File: src/rtl/fetch_stage.sv
// Instruction-fetch stage: PC register, instruction memory address and IF/ID pipeline register.
// Define FETCH_EXCEPTION_EN to honour exc_req (redirect to EXC_VECTOR and capture exc_epc).
module fetch_stage (
   input  logic        clk,
   input  logic        reset,
   output logic [31:0] imem_addr,
   input  logic [31:0] imem_instr,
   input  logic        stall,
   input  logic        redirect,
   input  logic [31:0] redirect_pc,
   input  logic        exc_req,
   output logic        ifid_valid,
   output logic [31:0] ifid_instr,
   output logic [31:0] ifid_pc,
   output logic [31:0] ifid_pc_plus4,
   output logic [31:0] exc_epc
);
   localparam logic [31:0] RESET_PC   = 32'h0000_0000;
   localparam logic [31:0] EXC_VECTOR = 32'h8000_0008;
   localparam logic [31:0] NOP_INSTR  = 32'h0000_0000;

   logic [31:0] pc, pc_next, pc_plus4;
   logic        valid_next;
   logic [31:0] instr_next, id_pc_next, id_pc_plus4_next;
   logic        take_exc;

`ifdef FETCH_EXCEPTION_EN
   assign take_exc = exc_req;
`else
   logic unused_inputs;
   assign take_exc      = 1'b0;
   assign unused_inputs = ^{exc_req, redirect_pc[1:0]};
`endif

   assign imem_addr = pc;
   assign pc_plus4  = pc + 32'd4;

   // Next-state selection: exception > redirect > stall > sequential.
   always_comb begin
      pc_next          = pc;
      valid_next       = ifid_valid;
      instr_next       = ifid_instr;
      id_pc_next       = ifid_pc;
      id_pc_plus4_next = ifid_pc_plus4;
      if (take_exc || redirect) begin
         pc_next          = take_exc ? EXC_VECTOR : {redirect_pc[31:2], 2'b00};
         valid_next       = 1'b0;
         instr_next       = NOP_INSTR;
         id_pc_next       = pc;
         id_pc_plus4_next = pc_plus4;
      end else if (!stall) begin
         pc_next          = pc_plus4;
         valid_next       = 1'b1;
         instr_next       = imem_instr;
         id_pc_next       = pc;
         id_pc_plus4_next = pc_plus4;
      end
   end

   always_ff @(posedge clk or posedge reset) begin
      if (reset) begin
         pc            <= RESET_PC;
         ifid_valid    <= 1'b0;
         ifid_instr    <= NOP_INSTR;
         ifid_pc       <= 32'h0;
         ifid_pc_plus4 <= 32'h0;
      end else begin
         pc            <= pc_next;
         ifid_valid    <= valid_next;
         ifid_instr    <= instr_next;
         ifid_pc       <= id_pc_next;
         ifid_pc_plus4 <= id_pc_plus4_next;
      end
   end

`ifdef FETCH_EXCEPTION_EN
   // Return address: the redirect target if one resolves on the same edge, else the faulting fetch PC.
   always_ff @(posedge clk or posedge reset) begin
      if (reset)
         exc_epc <= 32'h0;
      else if (exc_req)
         exc_epc <= redirect ? redirect_pc : pc;
   end
`else
   assign exc_epc = 32'h0;
`endif

endmodule

File: config.mk
export PLATFORM = sky130hd
export DESIGN_NAME = fetch_stage
export DESIGN_NICKNAME = d
export VERILOG_FILES = /design/src/rtl/fetch_stage.sv
export SDC_FILE = /design/constraint.sdc
export NUM_CORES = 1
export LEC_CHECK = 0
export ABC_AREA = 0
export CORE_UTILIZATION = 30
export DETAILED_ROUTE_END_ITERATION = 10
export PLACE_DENSITY = 0.7
export SYNTH_ARGS = -nofsm -noshare
export SYNTH_HDL_FRONTEND = slang
export SYNTH_SLANG_ARGS = --single-unit
File: constraint.sdc
create_clock -name clk -period 8.25 [get_ports clk]
set_clock_uncertainty 0.15 [all_clocks]
set_input_delay 1.2375 -clock clk [delete_from_list [all_inputs] [get_ports clk]]
set_output_delay 1.2375 -clock clk [all_outputs]
set_load 0.02 [all_outputs]
==> summary.txt <==
CTS
  – CTS Sinks: 123
  – Post-CTS Hold Fix Bufs: 0
  – CTS tree: done
  – # H-tree levels: 4
  – Total CTS buffers: 17
  – Clk Latency, worst-skew pair: 0.42 ns
  – Clock root cell: clkbuf_16
  – Post-CTS Resized: 0
  – Bufs on Longest Clock Path: 2
  – Post CTS Setup Buffer Count: 0
  – Reg clk slew, reported paths: roughly 0.060 ns

Timing
  – Max Clk Rate: 301 MHz
  – Final setup vio count: 0
  – Fin crit period: around 3.3 ns
  – Final Cycle Share: 0.403
  – Final hold vios: 0
  – Worst slew pin tran: between 1 and 1.5 ns
  – Worst slew margin: 0.332
  – Setup repair after global routing missed its margin: false
  – Slew Limit Fails: 0
  – Setup TNS: 0 ns

Die
  – IO Count: 230
  – Die Y: between 100 and 150 um
  – Die Wd: approximately 150 um
  – Area of the core: ~20000 um2
  – Num rows: 52
  – Die footprint: approximately 21000 um2
  – Initial Util: 0.305

Setup path
  – CP required: about 8.4 ns
  – Critical Path AT: between 3 and 4 ns
  – Worst reg-to-reg path cell count: 5
  – Worst flop-to-flop path startpoint: imem_addr[2]
  – Endpoint class of the critical path: register
  – R2R Path End: imem_addr[24]
  – R2r setup slk: between 5 and 6 ns
  – Setup crit start kind: input pin
  – Critical path peak fanout: 57
  – Critical path class: in -> reg

Logic synthesis
  – Syn_area_per_cell: around 9.3 um2
  – Sequential share of the synthesized area: 0.500
  – Synth Warn #: 0
  – Post-synth EDFFs: 0
  – Post-synthesis cell area: approximately 6200 um2
  – Post-synth top area share: 0.500
  – Yosys reg bits: about 120
  – Most used flip-flop cell after synthesis: dfrtp_1
  – Unique masters post-synth: 47
  – Yosys top cell by area: dfrtp_1
  – Most frequent cells after synthesis: 125 x nand2_1, 123 x dfrtp_1, 64 x nor2_1
  – Most frequent cell after synthesis: nand2_1
  – Async SR Flop Fraction: 1.00
  – Post-Syn Instances: 659
  – Top post-synthesis cells by area: dfrtp_1 50%, nand2_1 7.6%, mux2i_1 5.5%

Pwr
  – Max IR drop VDD: roughly 0.00013 V
  – Cell area power density: ~220 nW/um2
  – Tot Pwr: roughly 1.9 mW
  – Leakage: roughly 3.7 nW

Drt
  – DR DRC count: 0
  – Routed wire length per instance: between 15 and 20 um
  – Drt pass-1 iters: 4
  – Total wire length: roughly 18 mm
  – Routed Antenna Nets: 0
  – Drt initial violations: around 230
  – Routed via count: 5273
  – Vias/cell: roughly 4.8

Finish
  – Fill cells: 2009
  – Syn-to-layout area delta: 40.9%
  – # diodes: 0
  – Fraction of layout cells with a size suffix above 1: 0.0624
  – Register area: 3080 um2
  – Multi-input logic area: 2700 um2
  – NumNets Final: 891

Status
  – Status: complete, no violations

Placement
  – Gp weighted congestion: between 0.7 and 0.8
  – Port bufs: about 190
  – Dpl hpwl: ~12 mm

Min path
  – Worst Hold End: ifid_pc_plus4[3]
  – Hold Path Cell Cnt: 2
  – Worst min path class: reg -> reg
  – Hold Crit Start: ifid_pc_plus4[3]

Global route
  – Initial antenna violation count: 0
  – GRT overflow: 0
  – First-pass GRT wire length: around 28 mm
  – Pin count of the biggest net entering global routing: 78
  – Gr usage total: 0.172
  – Vias in the first global route: 4989

Flow run
  – MaxCap Viol Count: 0
## state kept, by name, summed over array words and instances, names as in the netlist
name and count:
ifid_instr 32, ifid_pc 30, ifid_pc_plus4 30, imem_addr 30, ifid_valid 1
## layout by cell type, fill, tap and decap left out, types with 6 or more instances in the layout
cell type / Yosys / routed
nand2_1: 125 / 125
or4_1: 18 / 18
dfrtp_1: 123 / 123
nand4_1: 15 / 15
nor3_1: 8 / 8
o31ai_1: 12 / 12
nand3_1: 16 / 16
xnor2_1: 18 / 18
mux2i_1: 34 / 34
or3_1: 10 / 10
a21o_1: 6 / 6
a31oi_1: 20 / 20
nor4_1: 7 / 7
clkdlybuf4s50_1: 0 / 186
o21ai_0: 34 / 34
conb_1: 1 / 38
clkbuf_16: 0 / 17
nor2_1: 64 / 64
## metrics by stage
stage	cell area, um2	instances	setup slack [ns]	hold WS (ns)	utilization
after floorplan	6290	696	3.59	0.433	-
after global placement	8040	1072	4.49	0.302	0.399
after detailed placement	8040	1072	4.49	0.306	0.399
after CTS	8670	1104	4.93	0.319	0.430
after global routing	8670	1104	4.77	0.338	0.430
final	8670	1104	4.93	0.315	0.430
## routing by layer
| metal | wire [um] | GRT usage | vias to the layer above | share of wire |
|---|---|---|---|---|
| met1 | 7730 | 0.227 | 2508 | 0.44 |
| met4 | 336 | 0.0668 | 0 | 0.019 |
| met5 | 0 | 0 | - | 0 |
| li1 | - | - | 2543 | - |
| met3 | 1380 | 0.0588 | 23 | 0.078 |
| met2 | 8170 | 0.258 | 199 | 0.46 |
## report_power, final
part,internal (mW),switching (mW)
sequential,0.662,0.0636
clock,0.491,0.300
combinational,0.177,0.209
total,1.33,0.572
## how the worst max path moves through the flow
stage	start	to	slack, ns	cells after the start
6_report	stall	ifid_pc_plus4[31]	4.93	6
5_1_grt	stall	ifid_pc_plus4[20]	4.77	6
4_1_cts	stall	ifid_pc_plus4[31]	4.93	6
3_5_place_dp	stall	ifid_pc_plus4[31]	4.49	6
3_3_place_gp	stall	ifid_pc_plus4[20]	4.49	6
2_1_floorplan	reset	ifid_instr[0]	3.59	1
## logic make-up after synthesis
family,synth area share
buf+inv,0.0854
mux,0.0553
fa+ha+maj,0.00203
flops,0.500
simple gates,0.227
xor+xnor,0.0327
other cells,0.000610
compound gates,0.0968
## worst max-delay path, stage by stage
cell	delay, ns
buf_2	0.08
buf_4	0.62
nand2b_2	0.74
and2_1	0.45
a22oi_1	0.17
nand3_1	0.11
## area by class of cell
class / count / share of cell area
clock buffers: 18 / 0.0507
clock inverters: 14 / 0.0212
inverters: 7 / 0.00332
multi-input cells: 480 / 0.311
flip-flops and latches: 123 / 0.355
well taps: 270 / 0.0390
repair buffers: 192 / 0.219
Power figures use the tool's default switching activity.
